### src/rtl/baud_rate_generator_pkg.sv
// Shared types and constants for the UART baud-rate tick generator.
package baud_rate_generator_pkg;

  localparam int CD_W = 13;

  typedef logic [CD_W-1:0] baud_div_t;

  // A divisor of zero stops the generator.
  localparam baud_div_t CD_DISABLE = '0;

endpackage

### src/rtl/baud_rate_generator_if.sv
// Control and tick signals between the UART core and the baud-rate generator.
interface baud_rate_generator_if;
  import baud_rate_generator_pkg::*;

  logic      uart_mode_sel;
  logic      baud_div_16;
  baud_div_t cd;
  logic      baud_tick;

  modport master (output uart_mode_sel, output baud_div_16, output cd, input baud_tick);
  modport slave  (input uart_mode_sel, input baud_div_16, input cd, output baud_tick);

endinterface

### src/rtl/baud_rate_generator_sync_edge_det.sv
// Multi-flop synchronizer for an asynchronous strobe followed by a rising-edge detector.
// The output pulse is one clock wide and is built only from flops in this clock domain.
module sync_edge_det #(
  parameter int STG = 2
) (
  input  logic clk,
  input  logic rst_n,
  input  logic d,
  output logic pulse
);

  logic [STG-1:0] sync;
  logic           sync_qq;

  // Shift the raw input through the synchronizer and keep one delayed copy for edge detection.
  always_ff @(posedge clk or negedge rst_n) begin
    if (!rst_n) begin
      sync    <= '0;
      sync_qq <= 1'b0;
    end else begin
      sync    <= {sync[STG-2:0], d};
      sync_qq <= sync[STG-1];
    end
  end

  assign pulse = sync[STG-1] & ~sync_qq;

endmodule

### src/rtl/baud_rate_generator.sv
// UART baud-rate tick generator: counts enables and emits one registered tick per cd enables.
// The enable is every clock (mode 0) or each synchronized rising edge of baud_div_16 (mode 1).
module baud_rate_generator
  import baud_rate_generator_pkg::*;
#(
  parameter int SYNC_STG = 2
) (
  input  logic                  uart_ref_clk,
  input  logic                  rst_n,
  baud_rate_generator_if.slave  bus
);

  logic      en_edge;
  logic      en;
  baud_div_t cd_m1;
  baud_div_t counter;
  logic      tick_q;

  sync_edge_det #(
    .STG (SYNC_STG)
  ) u_sync_edge_det (
    .clk   (uart_ref_clk),
    .rst_n (rst_n),
    .d     (bus.baud_div_16),
    .pulse (en_edge)
  );

  assign en    = bus.uart_mode_sel ? en_edge : 1'b1;
  assign cd_m1 = bus.cd - baud_div_t'(1);

  // Divider: a cd change applies at once; if the counter already sits at or past the new
  // terminal it wraps on the next enable rather than running round the full width.
  always_ff @(posedge uart_ref_clk or negedge rst_n) begin
    if (!rst_n) begin
      counter <= '0;
      tick_q  <= 1'b0;
    end else if (bus.cd == CD_DISABLE) begin
      counter <= '0;
      tick_q  <= 1'b0;
    end else if (!en) begin
      tick_q  <= 1'b0;
    end else if (counter >= cd_m1) begin
      counter <= '0;
      tick_q  <= 1'b1;
    end else begin
      counter <= counter + baud_div_t'(1);
      tick_q  <= 1'b0;
    end
  end

  assign bus.baud_tick = tick_q;

endmodule

### src/flat_wrapper.sv
// flat-port wrapper written by rule: the top's interface ports become plain ports
module baud_rate_generator_flat import baud_rate_generator_pkg::*;
#(
  parameter int SYNC_STG = 2
)
  (uart_ref_clk, rst_n, bus_uart_mode_sel, bus_baud_div_16, bus_cd, bus_baud_tick);
  baud_rate_generator_if bus_i ();
  input  logic uart_ref_clk;
  input  logic rst_n;
  input wire logic [$bits(bus_i.uart_mode_sel)-1:0] bus_uart_mode_sel;
  input wire logic [$bits(bus_i.baud_div_16)-1:0] bus_baud_div_16;
  input wire logic [$bits(bus_i.cd)-1:0] bus_cd;
  output wire logic [$bits(bus_i.baud_tick)-1:0] bus_baud_tick;
  assign bus_i.uart_mode_sel = bus_uart_mode_sel;
  assign bus_i.baud_div_16 = bus_baud_div_16;
  assign bus_i.cd = bus_cd;
  assign bus_baud_tick = bus_i.baud_tick;
  baud_rate_generator #(.SYNC_STG(SYNC_STG)) u_core (.uart_ref_clk(uart_ref_clk), .rst_n(rst_n), .bus(bus_i));
endmodule
### config.mk
export PLATFORM = sky130hd
export DESIGN_NAME = baud_rate_generator_flat
export DESIGN_NICKNAME = d
export VERILOG_FILES = /design/src/rtl/baud_rate_generator_pkg.sv /design/src/rtl/baud_rate_generator_if.sv /design/src/rtl/baud_rate_generator_sync_edge_det.sv /design/src/rtl/baud_rate_generator.sv /design/src/flat_wrapper.sv
export SDC_FILE = /design/constraint.sdc
export NUM_CORES = 1
export LEC_CHECK = 0
export CORE_MARGIN = 4
export CORE_UTILIZATION = 40
export DETAILED_ROUTE_END_ITERATION = 8
export PLACE_DENSITY_LB_ADDON = 0.3
export SYNTH_ARGS = -nofsm -noshare
export SYNTH_HDL_FRONTEND = slang
export SYNTH_HIERARCHICAL = 1
export SYNTH_SLANG_ARGS = --single-unit
### constraint.sdc
create_clock -name uart_ref_clk -period 2.4 [get_ports uart_ref_clk]
set_clock_uncertainty 0.05 [all_clocks]
set_input_delay 0.24 -clock uart_ref_clk [delete_from_list [all_inputs] [get_ports uart_ref_clk]]
set_output_delay 0.24 -clock uart_ref_clk [all_outputs]
set_load 0.005 [all_outputs]
Yosys cells after proc, flatten, opt, wreduce, memory -nomap -nowiden:

Cells that the tools add are included.

* muxes and demuxes: 7
* shifts and indexed selects: 0
* eq/ne operators: 0
* $lt $le $gt $ge: 1
* reductions and logical operators: 2
* multipliers: 0
* bitwise operators: 2
* div/mod/pow operators: 0
* $add $sub $neg: 2

Operator list (number)
* $mux 13: 3
* $add 13x1->13 const B: 1
* $ge 13x13->1: 1
* $logic_not 13->1: 1
* $sub 13x1->13 const B: 1
* $mux 1: 4
* $reduce_bool 2->1: 1
* $and 1x1->1: 1
* $not 1->1: 1

* bits in registers: 17
* output and inout port bits: 1
* latch bits: 0
* memories kept: 0
* logic and storage cells: 18
* bits in writable memories: 0
* bits of input ports: 17
* bits in read-only memories: 0

Logic depth before layout (Yosys ltp):

* word-level depth: 5
* depth in mapped cells: 13
* mapped depth without buffers: 12

Cells and area by module:

The synthesis kept the hierarchy.

Modules (own cells, without submodules)
* baud_rate_generator: seq. area each 350.3 sq um, area each 1376.3 sq um, times used 1, cells an instance 145
* sync_edge_det: seq. area each 75.1 sq um, area each 88.8 sq um, times used 1, cells an instance 4

Worst setup path after synthesis:

OpenSTA, ideal clock, no wires.

* path kind: input port to flip-flop
* start: input bus_cd[2]
* end: register u_core.counter[7]
* cell stages on the path: 12
* slack: -357 ps
* setup time: 142 ps
* arrival time: 2565 ps
* required time: 2208 ps
* path through: nor4_4 nand2b_1 or4_1 nor4_2 xnor2_1 ha_1 nand2_1 nor2_1 o211ai_1 o21ai_0 buf_4 a211oi_1

* word-level cells in the longest chain between the ends: 5
* elaborated cells on any way between the ends: 7
* classes of those cells: 1 x add/sub; 1 x order compare; 3 x mux; 2 x reduce/logical

RTL lines
* from (decl): RTL line flat_wrapper.sv:12 `input wire logic [$bits(bus_i.cd)-1:0] bus_cd;`
* $sub 13x1->13: RTL line baud_rate_generator.sv:29 `assign cd_m1 = bus.cd - baud_div_t'(1);`
* $ge 13x13->1: RTL line baud_rate_generator.sv:42 `end else if (counter >= cd_m1) begin`
* $mux 13: RTL line baud_rate_generator.sv:42
* $mux 13: RTL line baud_rate_generator.sv:40 `end else if (!en) begin`
* $mux 13: RTL line baud_rate_generator.sv:37 `end else if (bus.cd == CD_DISABLE) begin`
* to (signal assigned): RTL line baud_rate_generator.sv:46 `counter <= counter + baud_div_t'(1);`
* to (decl): RTL line baud_rate_generator.sv:16 `baud_div_t counter;`

Several ways; a longest one is shown, not always the timed one. The select of a mux whose other input is x is not followed.
A chain may end at the register's enable or synchronous reset.

Worst setup path after layout:

* start: input bus_cd[3]
* end: register u_core.counter[11]

The elaborated chain is that of the path after synthesis.

==> impl_metrics.tcl <==
set metrics [dict create \
    r2r_setup_slack_ns 0.23 \
    num_rows 21 \
    die_width_microns 68.5 \
    most-common-layout-cells "21 x buf_4, 17 x dfrtp_1, 14 x xnor2_1, 14 x ha_1" \
    switchingPower_uw 394 \
    number_of_global_route_vias_before_repair 1246 \
    intPower_uw 702 \
    fmax_ghz 0.405 \
    final_nets 221 \
    antenna_found_initial 0 \
    core_area_sq_um 3440 \
    finalHoldViolations 0 \
    power.static_leakage_nw 0.844 \
    crit_path_max_fanout 7 \
    cts_root_buf "clkbuf_8" \
    tightest_slew_ns 0.769 \
    drt_drc_violations_left 0 \
    ir_drop_uv 500 \
    drive_above_1_share_pct 34.0 \
    max_root_sink_buffers 2 \
    syn_nets 181 \
    clock_latency_ns 0.26 \
    ios 18 \
    power.density_cell_area_nw_per_um2 548 \
    most_common_cell_after_layout_fill_and_taps_aside "buf_4" \
    post_drt_wl_per_cell_microns 14.0 \
    num_antenna_cells 0 \
    outcome "finished, violations left" \
    die_y_microns 68.5 \
    cts_hold_buf 0 \
    cts_sinks 17 \
    clk_pin_slew_ns 0.07 \
    maxSlewViolCount 0 \
    finalSetupTns_ns -0.356 \
    post_drt_via_cell_ratio 5.33 \
    tritoncts.num_buffers 3 \
    dr_vias 1247 \
    ys.warnings.count 6 \
    post_synth_inst_count 149 \
    worst_setup_path_end_kind "register" \
    design.die.area_sq_um 4690 \
    setup_viol_count_final 9 \
    h_tree_depth 1 \
    globalRoute.totalOverflow 0 \
    violation_count_after_the_first_detailed_route_iteration 23 \
    io_buffers 17 \
    failed_checks "negative setup slack" \
    multi_input_comb_area_sq_um 1060 \
    ys_seq_area_share_pct 29.0 \
    ant_nets 0 \
    timing.slew.headroom_pct 48.6 \
    groute.usage.overall_pct 16.0 \
    power.share.clock_pct 20.5 \
    post_synth.cell_area_avg_sq_um 9.83 \
    worstPathArrival_ns 2.59 \
    max-cap-violations 0 \
    tritoncts "yes" \
    detail_placement_hpwl_microns 2510 \
    worst_slack_ns -0.0721 \
    start_util_pct 42.6 \
    grt_max_degree 18 \
    hp-class "register to register" \
    grt_first_pass_wirelength_microns 5620 \
    timing.setup.critical_path_class "input pin to register" \
    post-route-min-period_ns 2.47 \
    pwr-share-seq_pct 37.8 \
    timing.critical_path.from_type "input pin" \
    drt-pass1-iter-count 4 \
    post_synth_num_cell_types 38 \
    netlist_area_sq_um 1470 \
    critPathRequiredTime_ns 2.52 \
    utilization_pct 58.2 \
    power.share.switching_pct 36.0 \
    filler_cell_count 310 \
    grt_setup_unrepaired "true" \
    replace_congestion 0.785 \
    register_area_sq_um 425 \
    synthesized_flop_and_latch_total 17 \
    combinationalPowerShare_pct 41.7 \
    route.final.wire_length_microns 3280 \
    period_share_pct 103 \
    areaGrowthSynthToFinish_pct 36.6 \
]
layout make-up:
type / count / area share [%]
Multi-Input combinational cell: 122 / 53.1
Sequential cell: 17 / 21.3
Timing Repair Buffer: 42 / 19.7
Tap cell: 46 / 2.88
Clock buffer: 3 / 2.06
Inverter: 3 / 0.563
Clock inverter: 1 / 0.375
per-layer routing:
metal / share of wire (%) / vias to the layer above / track usage (%)
met5: 0 / - / 0
met4: 0.24 / 0 / 1.49
met3: 2.7 / 2 / 4.05
met2: 53 / 8 / 28.7
met1: 44 / 608 / 19.8
li1: - / 629 / -
worst max-delay path, cell delays in order:
cell	delay (ns)
buf_8	0.10
nor4_4	0.33
nand2b_4	0.07
or4_4	0.44
nor4_4	0.15
xnor2_1	0.15
ha_1	0.26
nand2_2	0.11
o21ai_2	0.07
a21oi_2	0.11
o21ai_2	0.07
buf_6	0.13
buf_16	0.13
a211oi_2	0.22
synthesized netlist by cell type (all sizes together):
cell,number,share of area (%)
dfrtp,17,29
ha,15,13
xnor2,14,8.4
a211oi,13,8.4
nand2,11,2.8
a21oi,10,3.4
nand3,8,2.7
nor2,8,2.0
o21ai,8,2.7
xor2,6,3.6
and3,5,2.2
buf,5,3.1
inv,3,0.77
nor3,3,1.0
nor4,3,3.8
a2111oi,2,1.6
nand2b,2,0.85
nor3b,2,1.4
o2111ai,2,1.2
and2,1,0.51
and2b,1,0.51
and4b,1,0.77
dlygate4sd1,1,0.60
dlymetal6s2s,1,0.85
nand4,1,0.43
nand4b,1,1.6
nor2b,1,0.94
o211ai,1,0.51
o21a,1,0.51
or3,1,0.43
or4,1,0.51
state kept, by name, indices dropped and copies added, names as in the netlist:
signal and flops:
u_core/counter 13, u_core/bus.baud_tick 1, u_core/u_sync_edge_det/sync_qq 1, u_core/u_sync_edge_det/sync 2
path summary, 6_finish.rpt:
| check | start | endpoint | cells past startpoint |
|---|---|---|---|
| min in group asynchronous | rst_n | u_core/bus.baud_tick$_DFF_PN0_ | 1 |
| worst max register to register | u_core/counter[0]$_DFFE_PN0P_ | u_core/counter[11]$_DFFE_PN0P_ | 10 |
| worst min-delay path | u_core/u_sync_edge_det/sync[0]$_DFF_PN0_ | u_core/u_sync_edge_det/sync[1]$_DFF_PN0_ | 0 |
| worst max-delay path | bus_cd[3] | u_core/counter[11]$_DFFE_PN0P_ | 14 |
| max in group asynchronous | rst_n | u_core/counter[9]$_DFFE_PN0P_ | 1 |
| worst min register to register | u_core/u_sync_edge_det/sync[0]$_DFF_PN0_ | u_core/u_sync_edge_det/sync[1]$_DFF_PN0_ | 0 |
repair_timing:
item                                    4_1_cts  5_1_grt
gates cloned                                  1        0
endpoints found under the setup margin       14       14
setup buffers                                 2        0
resized for setup                            42        4
pin swaps                                    15        4
kinds of logic (layout without fill, tap and decap cells):
group	count (synthesis)	count (layout)	share of synthesized area [%]
adder cells (fa/ha/maj)	15	15	12.8
flip-flops	17	17	29.0
XOR/XNOR	20	20	12.0
buffers and inverters	10	49	5.29
AO/OA/AOI/OAI	37	37	18.4
AND/OR/NAND/NOR	50	50	22.5
stage by stage:
step	cells	worst slack [ns]	area, sq um	power [mW]	hold WS, ns
final	234	-0.0721	2000	1.10	0.300
after global placement	227	-0.562	1830	0.785	0.283
after detailed placement	227	-0.662	1830	0.805	0.285
after CTS	234	-0.0675	1990	1.09	0.301
after global routing	234	-0.221	2000	1.18	0.307
after floorplan	149	-0.151	1490	0.638	-0.106
power by group through the flow:
stage          clock network (mW)  logic, mW  registers, mW
6_report                    0.225      0.457          0.415
5_1_grt                     0.242      0.512          0.425
4_1_cts                     0.227      0.450          0.415
3_5_place_dp                    0      0.385          0.420
3_3_place_gp                    0      0.368          0.416
2_1_floorplan                   0      0.241          0.397
(Power assumes the default switching activity.)
